**config.mk**
```make
export PLATFORM = sky130hd
export DESIGN_NAME = cash_fill_controller
export DESIGN_NICKNAME = d
export VERILOG_FILES = /design/src/rtl/cash_pkg.sv /design/src/rtl/cfc_sat_counter.sv /design/src/rtl/cash_fill_controller.sv
export SDC_FILE = /design/constraint.sdc
export NUM_CORES = 1
export LEC_CHECK = 0
export CORE_ASPECT_RATIO = 1.25
export CORE_UTILIZATION = 25
export DETAILED_ROUTE_END_ITERATION = 16
export DONT_BUFFER_PORTS = 1
export MAX_ROUTING_LAYER = met4
export PLACE_DENSITY_LB_ADDON = 0.1
export RECOVER_POWER = 50
export SETUP_SLACK_MARGIN = 0.5
export SYNTH_ARGS = -nofsm -noshare
export SYNTH_HDL_FRONTEND = slang
export SYNTH_HIERARCHICAL = 1
export SYNTH_SLANG_ARGS = --single-unit
```
**constraint.sdc**
```tcl
create_clock -name clk -period 3.6 [get_ports clk]
set_input_delay 0.36 -clock clk [delete_from_list [all_inputs] [get_ports clk]]
set_output_delay 0.36 -clock clk [all_outputs]
set_load 0.005 [all_outputs]
```
**src/rtl/cash_pkg.sv**
```systemverilog
// Shared types and constant helpers for the cash fill controller and its counters.
package cash_pkg;

    typedef enum logic [2:0] {
        IDLE,
        LOOKUP,
        MEM_WAIT,
        FILL,
        RESPOND
    } cfc_state_t;

    // Largest value a saturating counter of the given width can hold.
    function automatic int sat_max(input int width);
        return (1 << width) - 1;
    endfunction

    // Memory-wait cycle limit for a timeout counter of the given width.
    function automatic int timeout_max(input int width);
        return (1 << width) - 1;
    endfunction

endpackage

```
**src/rtl/cfc_sat_counter.sv**
```systemverilog
// Saturating up-counter with synchronous clear; sticks at its maximum and never wraps.
module cfc_sat_counter
    import cash_pkg::*;
#(
    parameter int width = 8
) (
    input  logic             clk,
    input  logic             reset,
    input  logic             clr,
    input  logic             inc,
    output logic [width-1:0] count
);

    localparam logic [width-1:0] count_max = width'(sat_max(width));

    // NOTE: clocked state uses non-blocking assignments so every register samples pre-edge values.
    always_ff @(posedge clk) begin
        if (reset || clr) begin
            count <= '0;
        end else if (inc && (count != count_max)) begin
            count <= count + width'(1);
        end
    end

endmodule

```
**src/rtl/cash_fill_controller.sv**
```systemverilog
// Request front-end and miss handler for fast_unordered_cash: answers hits from the cache,
// fetches misses from backing memory, fills the cache and keeps saturating hit/miss statistics.
module cash_fill_controller
    import cash_pkg::*;
#(
    parameter int address_size  = 4,
    parameter int data_size     = 4,
    parameter int timeout_width = 4,
    parameter int stat_width    = 8
) (
    input  logic                    clk,
    input  logic                    reset,
    input  logic                    req_valid,
    output logic                    req_ready,
    input  logic [address_size-1:0] req_address,
    output logic                    rsp_valid,
    input  logic                    rsp_ready,
    output logic [data_size-1:0]    rsp_data,
    output logic                    rsp_hit,
    output logic                    rsp_error,
    output logic [address_size-1:0] cache_address,
    input  logic                    cache_hit,
    input  logic [data_size-1:0]    cache_data,
    output logic                    cache_write,
    output logic [data_size-1:0]    cache_wdata,
    output logic                    mem_req,
    output logic [address_size-1:0] mem_address,
    input  logic                    mem_ack,
    input  logic [data_size-1:0]    mem_data,
    output logic [stat_width-1:0]   hit_count,
    output logic [stat_width-1:0]   miss_count
);

    // The wait counter reaching its maximum on the next edge marks the final wait cycle.
    localparam logic [timeout_width-1:0] wait_last =
        timeout_width'(timeout_max(timeout_width) - 1);

    cfc_state_t               state, state_next;
    logic [address_size-1:0]  addr_q;
    logic [data_size-1:0]     data_q;
    logic                     hit_q, error_q;
    logic [timeout_width-1:0] wait_count;

    logic accept, lookup_hit, lookup_miss, waiting, ack_taken, timed_out, rsp_taken;

    always_ff @(posedge clk) begin
        if (reset) begin
            state <= IDLE;
        end else begin
            state <= state_next;
        end
    end

    always_comb begin
        // NOTE: every output of this block gets a default first so no path can infer a latch.
        state_next  = state;
        req_ready   = 1'b0;
        rsp_valid   = 1'b0;
        mem_req     = 1'b0;
        cache_write = 1'b0;
        accept      = 1'b0;
        lookup_hit  = 1'b0;
        lookup_miss = 1'b0;
        waiting     = 1'b0;
        ack_taken   = 1'b0;
        timed_out   = 1'b0;
        rsp_taken   = 1'b0;
        case (state)
            IDLE: begin
                req_ready = 1'b1;
                if (req_valid) begin
                    accept     = 1'b1;
                    state_next = LOOKUP;
                end
            end
            LOOKUP: begin
                if (cache_hit) begin
                    lookup_hit = 1'b1;
                    state_next = RESPOND;
                end else begin
                    lookup_miss = 1'b1;
                    state_next  = MEM_WAIT;
                end
            end
            MEM_WAIT: begin
                mem_req = 1'b1;
                waiting = 1'b1;
                // A same-cycle ack beats the timeout.
                if (mem_ack) begin
                    ack_taken  = 1'b1;
                    state_next = FILL;
                end else if (wait_count == wait_last) begin
                    timed_out  = 1'b1;
                    state_next = RESPOND;
                end
            end
            FILL: begin
                cache_write = 1'b1;
                state_next  = RESPOND;
            end
            RESPOND: begin
                rsp_valid = 1'b1;
                if (rsp_ready) begin
                    rsp_taken  = 1'b1;
                    state_next = IDLE;
                end
            end
            default: state_next = IDLE;
        endcase
    end

    always_ff @(posedge clk) begin
        if (reset) begin
            addr_q  <= '0;
            data_q  <= '0;
            hit_q   <= 1'b0;
            error_q <= 1'b0;
        end else begin
            if (accept) begin
                addr_q <= req_address;
            end
            if (lookup_hit) begin
                data_q  <= cache_data;
                hit_q   <= 1'b1;
                error_q <= 1'b0;
            end
            if (lookup_miss) begin
                hit_q   <= 1'b0;
                error_q <= 1'b0;
            end
            if (ack_taken) begin
                data_q <= mem_data;
            end
            if (timed_out) begin
                data_q  <= '0;
                error_q <= 1'b1;
            end
            if (rsp_taken) begin
                error_q <= 1'b0;
            end
        end
    end

    cfc_sat_counter #(.width(stat_width)) u_hit_counter (
        .clk   (clk),
        .reset (reset),
        .clr   (1'b0),
        .inc   (lookup_hit),
        .count (hit_count)
    );

    cfc_sat_counter #(.width(stat_width)) u_miss_counter (
        .clk   (clk),
        .reset (reset),
        .clr   (1'b0),
        .inc   (lookup_miss),
        .count (miss_count)
    );

    cfc_sat_counter #(.width(timeout_width)) u_wait_counter (
        .clk   (clk),
        .reset (reset),
        .clr   (lookup_miss),
        .inc   (waiting),
        .count (wait_count)
    );

    // Cache and memory see the latched address in every state so they never glitch.
    assign cache_address = addr_q;
    assign mem_address   = addr_q;
    assign cache_wdata   = data_q;
    assign rsp_data      = data_q;
    assign rsp_hit       = hit_q;
    assign rsp_error     = error_q;

endmodule

```
**Word-level counts from Yosys, hierarchy flattened**

Index checks and enable logic that the tools add are counted.

- ROM bits: 0
- Word-level logic and storage cells: 61
- Memory bits (writable): 0
- Bits in latches: 0
- Memories: 0
- Register bits after elaboration: 33

- Reduce and logical (&&, ||, !) cells: 11
- Multiplexer cells: 28
- Divide/modulo/power cells: 0
- Multipliers: 0
- Equal/unequal tests: 11
- Bitwise gates (word level): 0
- $lt $le $gt $ge: 0
- Shift operators: 0
- $add $sub $neg: 3

Operator list:

| operator | count |
|---|---|
| 1-bit two-way mux | 20 |
| 8-bit by 1-bit adder with 8-bit output, second input constant | 2 |
| 8-bit inequality test, second input constant | 2 |
| 3-bit two-way mux | 5 |
| 3-bit one-hot mux with 5 select lines | 1 |
| 4-bit two-way mux | 2 |
| 3-bit by 2-bit == test with 1-bit output, second input constant | 2 |
| 2-bit OR reduction | 3 |
| 4-bit by 1-bit adder with 4-bit output, second input constant | 1 |
| 4-bit == test, second input constant | 1 |
| 2-bit inequality test, second input constant | 2 |
| 4-bit inequality test, second input constant | 1 |
| 3-bit by 1-bit == test with 1-bit output, second input constant | 1 |
| 3-bit == test, second input constant | 1 |
| 1-bit logical AND | 3 |
| 3-bit logical NOT | 1 |
| 3-bit inequality test, second input constant | 1 |
| 3-bit AND reduction | 1 |
| 3-bit nonzero test | 1 |
| 2-bit nonzero test | 1 |
| 1-bit logical OR | 1 |

**Logic depth before layout (Yosys ltp)**

- Depth in word-level cells: 5
- Depth in mapped cells: 6

**Hierarchy**

The synthesis kept the hierarchy.

By module, submodules not included:

| module | times used | cells an instance | sequential area each (um2) | area each (um2) |
|---|---|---|---|---|
| cfc_sat_counter at u_hit_counter ... | 2 | 48 | 160.2 | 421.7 |
| cash_fill_controller | 1 | 82 | 260.2 | 794.5 |
| cfc_sat_counter at u_wait_counter | 1 | 21 | 80.1 | 210.2 |

**Worst setup path after synthesis**

OpenSTA, ideal clock, no wires.

- Path kind: register to register
- From: register state[2]
- To: register u_miss_counter.count[6]
- Period minus slack after synthesis: 1.969 ns
- Arrival time: 1.854 ns
- Path slack: 1.631 ns
- Path buffers: 1
- Cell stages (with the launch flop): 7
- Path through: dfxtp_1 -> buf_6 -> or3b_1 -> nor2_1 -> nand3_1 -> or4_1 -> and3_1

- Longest elaborated chain between the ends: 3

RTL lines:

| element | line | RTL |
|---|---|---|
| from (decl) | cash_fill_controller.sv:38 | `cfc_state_t state, state_next;` |
| from (signal assigned) | cash_fill_controller.sv:50 | `state <= state_next;` |
| 3-bit by 1-bit == test with 1-bit output | cash_fill_controller.sv:68 | `case (state)` |
| 1-bit two-way mux | cash_fill_controller.sv:68 |  |
| named net lookup_miss | cash_fill_controller.sv:44 | `logic accept, lookup_hit, lookup_miss, waiting, ack_taken, timed_out, rsp_taken;` |
| 1-bit logical AND | cfc_sat_counter.sv:20 | `end else if (inc && (count != count_max)) begin` |
| to (signal assigned) | cfc_sat_counter.sv:21 | `count <= count + width'(1);` |
| to (decl) | cfc_sat_counter.sv:11 | `output logic [width-1:0] count` |

The timed path passes the listed nets, and every way through them passes these cells.
A chain may end at the register's enable or synchronous reset.

**Worst setup path after layout**

- From: register state[0]
- To: register u_miss_counter.count[3]

The elaborated chain is that of the path after synthesis.

==> flow_summary.yaml <==
status:
  status: "finished clean"
clock_tree:
  cts-resized-gates: 0
  cts_buffers: 5
  clk_pin_slew_worst_paths_ps: 70
  cts_hold_buf: 0
  cts_root_buf: "clkbuf_8"
  cts_max_path_buffers: 2
  cts_sinks: 33
  post_cts_buffers: 0
  htreeDepth: 2
  tritoncts: "yes"
  insertion_delay_ps: 290
timing:
  slew_headroom_pct: 59.2
  worst_slew_pin_slew_ps: 611
  fin_crit_sh_pct: 67.0
  timing.final.ws_setup_ps: 1190
  maxSlewViolCount: 0
  tns_ps: 0
  rsz0062_at_grt: "no"
  finClkSkew_ps: 6.99
  hold_viol: 0
  clock.fmax_mhz: 415
  period_minus_slack_ps: 2410
  timing.final.setup_violations: 0
worst_setup_path:
  crit_family: "simple AND/OR/NAND/NOR gates"
  cp-end-kind: "flop"
  crit_slowest_cell: "dfxtp_1"
  reg2reg_slack_ps: 1190
  worstPathArrival_ps: 2620
  max_stage_delay_ps: 620
  r2r_end: "u_miss_counter/count[3]"
  critPathLaunch: "state[0]"
  crit_end: "u_miss_counter/count[3]"
  path_cells: "or3b_1, nor2_1, and4_1, a21boi_0, mux2i_1"
  critPathRequiredTime_ps: 3810
  cp_num_cells: 5
  r2r_start: "state[0]"
  start_kind: "flop"
  worst_r2r_path_depth: 5
  critPathMaxFanout: 14
  crit_type: "flop to flop"
  worst-path-buf-inv: 0
logic_synthesis:
  synth-edff-count: 0
  syn_inst: 199
  yosys-top-cells-count: "33 x dfxtp_1, 20 x mux2i_1, 20 x nand2_1"
  ys_types: 45
  synth_ff_type: "dfxtp_1"
  ys_seq_area_share_pct: 35.7
  avgSynthCellArea_um2: 9.29
  yosysTopAreaCell: "dfxtp_1"
  yosys_warnings: 6
  async_reset_ff_share_pct: 0
  ys_ff_latch: 33
  synth.most_common_cell: "dfxtp_1"
  syn_area_um2: 1850
  synth_area_leaders: "dfxtp_1 36%, mux2i_1 11%, nand2_1 4.1%"
  synth_top_cell_area_share_pct: 35.7
final_layout:
  fin_area_um2: 1950
  n_antenna_cell: 0
  post-route-util_pct: 27.6
  nets: 221
  drive_above_1_share_pct: 12.6
  syn2layout_area_growth_pct: 5.62
worst_hold_path:
  hold_class: "input port to flop"
  worstHoldPathCells: 1
place:
  preCtsSetupSlack_ps: 1190
  io_buffers: 0
  place.gp.congestion: 0.761
  dpl-instance-area_um2: 1880
  hpwlAfterDp_mm: 3.22
floorplan:
  core_area_um2: 7060
  ios: 56
  row_count: 34
  start_util_pct: 26.2
  floorplan.die.width_um: 78.9
  die-height_um: 98.1
  dieArea_um2: 7740
route:
  via_count: 1420
  vias_per_cell: 4.91
  wirelength_mm: 4.35
  first_pass_iters: 4
  drc: 0
  wire_per_inst_um: 15.1
  drtIter0Drc: 18
  ant_nets: 0
global_route:
  grt_max_degree: 24
  antenna_found_initial: 0
  grt_pass1_vias: 1398
  grt_overflow: 0
  track_usage_pct: 12.1
  grt_pass1_wl_mm: 7.08
power:
  p_leak_nw: 0.714
  power.density_nw_per_um2: 363
  irDropWorstVdd_mv: 0.116
job:
  cap_violations: 0
## flip-flops by register name (all words and copies together), names as in the netlist
name / cells
u_hit_counter/count: 8
u_miss_counter/count: 8
cache_address: 4
cache_wdata: 4
u_wait_counter/count: 4
state: 3
rsp_error: 1
rsp_hit: 1
## per-stage QoR
stage,total power [W],hold WS [ps],cells
6_report,0.000709,133,289
5_1_grt,0.000750,114,289
4_1_cts,0.000724,123,289
3_5_place_dp,0.000453,436,283
3_3_place_gp,0.000452,435,283
2_1_floorplan,0.000455,439,208
## routing by layer
layer | wire length [um] | track usage (%)
met1 | 1790 | 12.4
met3 | 325 | 4.86
met4 | 61 | 4.62
met2 | 2180 | 20.7
met5 | 0 | -
## where the power goes
group | switching [W] | internal [W]
sequential | 0.0000160 | 0.000375
clock | 0.000138 | 0.000127
combinational | 0.0000266 | 0.0000264
## cell type report
| cell class | instances | area, um^2 |
|---|---|---|
| Fill cell | 782 | 5110 |
| Multi-Input combinational cell | 155 | 1080 |
| Sequential cell | 33 | 661 |
| Tap cell | 90 | 113 |
| Clock buffer | 5 | 68.8 |
| Inverter | 4 | 15.0 |
| Timing Repair Buffer | 1 | 7.51 |
| Clock inverter | 1 | 5.00 |
## layout by cell type (no fill, tap or decap), drive strengths merged, types with 3 or more instances in the layout
cell	count
dfxtp	33
mux2i	20
nand2	20
nor2	13
a21oi	13
conb	10
or3	7
nor3	6
and3b	5
clkbuf	5
and3	5
nand4	5
inv	4
a211oi	4
nand3	4
and4	4
a21boi	4
ha	3
nand2b	3
or4	3
## cells by family after synthesis
family / after synthesis / synth area share, %
buf+inv: 20 / 7.51
mux: 20 / 10.8
other cells: 1 / 0.203
compound gates: 33 / 13.5
simple gates: 89 / 30.1
flops: 33 / 35.7
fa+ha+maj: 3 / 2.03
## worst min path at each step
stage | from | end | slack, ps
2_1_floorplan | reset | u_hit_counter/count[2] | 440
3_3_place_gp | reset | rsp_error | 440
3_5_place_dp | reset | rsp_error | 440
4_1_cts | reset | rsp_error | 120
5_1_grt | reset | rsp_error | 110
6_report | reset | rsp_error | 130
Note: power is estimated with default switching activity, not from simulation.
==> edit: new RTL, config.mk and constraints unchanged <==
The 5 states of `cfc_state_t` get a one-hot encoding in 5 bits.
--- a/src/rtl/cash_pkg.sv
+++ b/src/rtl/cash_pkg.sv
@@ -2,10 +2,10 @@
 package cash_pkg;
 
-    typedef enum logic [2:0] {
-        IDLE,
-        LOOKUP,
-        MEM_WAIT,
-        FILL,
-        RESPOND
+    typedef enum logic [4:0] {
+        IDLE     = 5'b00001,
+        LOOKUP   = 5'b00010,
+        MEM_WAIT = 5'b00100,
+        FILL     = 5'b01000,
+        RESPOND  = 5'b10000
     } cfc_state_t;
 
Formal check against the unedited RTL: no difference found for any inputs over 10 cycles, from zero or initial values and one cycle with reset high; not proved beyond that.
==> edit against the unedited design <==
  * Non-clock buffer count did not move
  * Sequential cell count up 2
  * Routed wire length decreased by 4.2%
  * First-iteration DRC count rose by 33%
  * Core utilization up 1.0 points
  * Area after synthesis shrank 1.2%
  * Design area rose by 3.1%
  * Setup slack got worse by 0.0056 ns
  * Critical endpoint is now u_miss_counter/count[6]$_SDFFE_PP0P_
  * Highest routed layer unchanged
Power is not compared: it rests on default switching activity, and its combinational part moved more than twofold at a synthesized area within 25%.
==> edit: results (changes against the unedited design) <==
[hold_path]
whs_endpoint = rsp_hit$_SDFFE_PP0P_
holdPathStages = 1  ; unchanged
holdCritStartpoint = reset

[worst_setup_path]
critical_path.max_stage_delay_ns = 0.62  ; about the same
r2r-end = u_miss_counter/count[6]$_SDFFE_PP0P_
cp_top_family = simple AND/OR/NAND/NOR gates
arrival_ns = 2.60  ; -0.02 ns
crit_slowest_cell = nor3_1
regToRegSetupSlack_ns = 1.18
path_max_fanout = 9  ; -5
r2r_start = state[4]$_SDFFE_PP0P_
ff2ff_path_depth = 7  ; +2

[timing]
setup-violations-final = 0  ; unchanged
worstMarginPinSlew_ns = 0.721  ; +0.111 ns
clock_skew_ns = 0.00811  ; +0.00111 ns
hold_ws_ns = 0.135  ; +0.00136 ns

[route]
first_iter_violations = 24  ; +6
routed_wl_mm = 4.17  ; -4.2%
drt_first_pass_iters = 4  ; unchanged
viasPerCell = 4.84  ; -1.5%
wl_per_cell_um = 14.1  ; -6.1%

[layout]
reg_top3 = u_hit_counter/count x8, u_miss_counter/count x8, state x5
fill_cells = 754  ; -3.6%
final_nets = 225  ; +1.8%
antenna_cells = 0  ; unchanged
drive_gt1_frac = 0.122  ; -0.00368

[global_route]
grt_max_degree = 25  ; +4.2%
grt_usage = 0.121  ; -0.000508
grt_pass1_vias = 1377  ; -1.5%
antenna_found_initial = 0  ; unchanged
grt_pass1_wl_mm = 7.01  ; -0.97%

[clocking]
cts_setup_buffers = 0  ; unchanged
cts-root-to-sink-buffers = 2  ; unchanged
h-tree-depth = 2  ; unchanged
clkTransAtPathRegs_ns = 0.08
worstSkewPairLatency_ns = 0.29  ; about the same
numCtsBuffers = 5  ; unchanged
cts_resized = 0  ; unchanged

[synthesis]
yosysUniqueCellTypes = 46  ; +2.2%
yosysSeqAreaShare = 0.384  ; +0.0261
yosys-top-cells-area = dfxtp_1, mux2i_1, nand2_1
synth-edff-count = 0  ; unchanged
ys_warn_count = 6  ; unchanged
syn_inst = 198  ; -0.50%
ys_async_sr_fraction = 0  ; unchanged
synthTopCellsByCount = dfxtp_1, nand2_1, mux2i_1

[outcome]
status = finished clean

[placed_design]
dp_hpwl_mm = 3.02  ; -6.1%
placed_cells_incl_taps = 287  ; +1.4%
globalplace.congestion = 0.728  ; -4.4%
numPortBuffers = 0  ; unchanged

[pwr]
irDropWorstVdd_mv = 0.150

[edit: cell types whose count changed in the layout (fill, tap and decap cells not counted), moves of 2 or more]
cell,delta
and4bb_1,-2
dfxtp_1,+2
mux2i_1,-3
nand3_1,+3
nand3b_1,+2
nor2_1,+2
nor3_1,-3
o21a_1,-2
[edit: worst max-delay path by stage]
| stage | startpoint | endpoint | slack, ns | cells after the start |
|---|---|---|---|---|
| 5_1_grt | state[4]$_SDFFE_PP0P_ | u_miss_counter/count[3]$_SDFFE_PP0P_ | 0.95 | 7 |
| 2_1_floorplan | state[4]$_SDFFE_PP0P_ | u_miss_counter/count[6]$_SDFFE_PP0P_ | 1.62 | 6 |
| 3_5_place_dp | state[4]$_SDFFE_PP0P_ | u_miss_counter/count[6]$_SDFFE_PP0P_ | 1.57 | 7 |
| 3_3_place_gp | state[4]$_SDFFE_PP0P_ | u_miss_counter/count[6]$_SDFFE_PP0P_ | 1.61 | 7 |
| 6_report | state[4]$_SDFFE_PP0P_ | u_miss_counter/count[6]$_SDFFE_PP0P_ | 1.18 | 7 |
| 4_1_cts | state[4]$_SDFFE_PP0P_ | u_miss_counter/count[6]$_SDFFE_PP0P_ | 1.55 | 7 |
[edit: cell families after synthesis]
| logic type | synth area share |
|---|---|
| AOI/OAI and AO/OA | 0.146 |
| buffers and inverters | 0.0555 |
| and+or+nand+nor | 0.299 |
| DFF | 0.384 |
| muxes | 0.0931 |
| other | 0.00205 |
| adders and majority gates | 0.0206 |
[edit: layer usage]
metal  vias to the layer above  part of all wire  GRT usage  wire [µm]
met5                         -                 0          -          0
met4                         0             0.011     0.0442         46
met3                         4             0.047     0.0300        197
met2                        33              0.49      0.200       2030
met1                       662              0.45      0.140       1890
li1                        729                 -          -          -
[edit: through the flow]
stage | util | area [µm²] | power (mW) | setup slack [ns]
2_1_floorplan | - | 1860 | 0.642 | 1.62
3_3_place_gp | 0.272 | 1910 | 0.667 | 1.61
3_5_place_dp | 0.272 | 1910 | 0.663 | 1.57
4_1_cts | 0.288 | 2020 | 1.05 | 1.55
5_1_grt | 0.287 | 2010 | 1.08 | 0.946
6_report | 0.287 | 2010 | 1.02 | 1.18
[edit: where the power goes]
part           total (mW)  switching, mW  internal (mW)
logic               0.179          0.103         0.0759
registers           0.466         0.0460          0.420
clock network       0.377          0.153          0.224
[edit: final cells by class]
cell class	count	area [µm²]	area share
Clock inverter	2	35.0	0.0174
Timing Repair Buffer	1	7.51	0.00373
Clock buffer	6	82.6	0.0410
Tap cell	90	113	0.0559
Multi-Input combinational cell	155	1050	0.520
Sequential cell	35	701	0.348
Inverter	6	27.5	0.0137
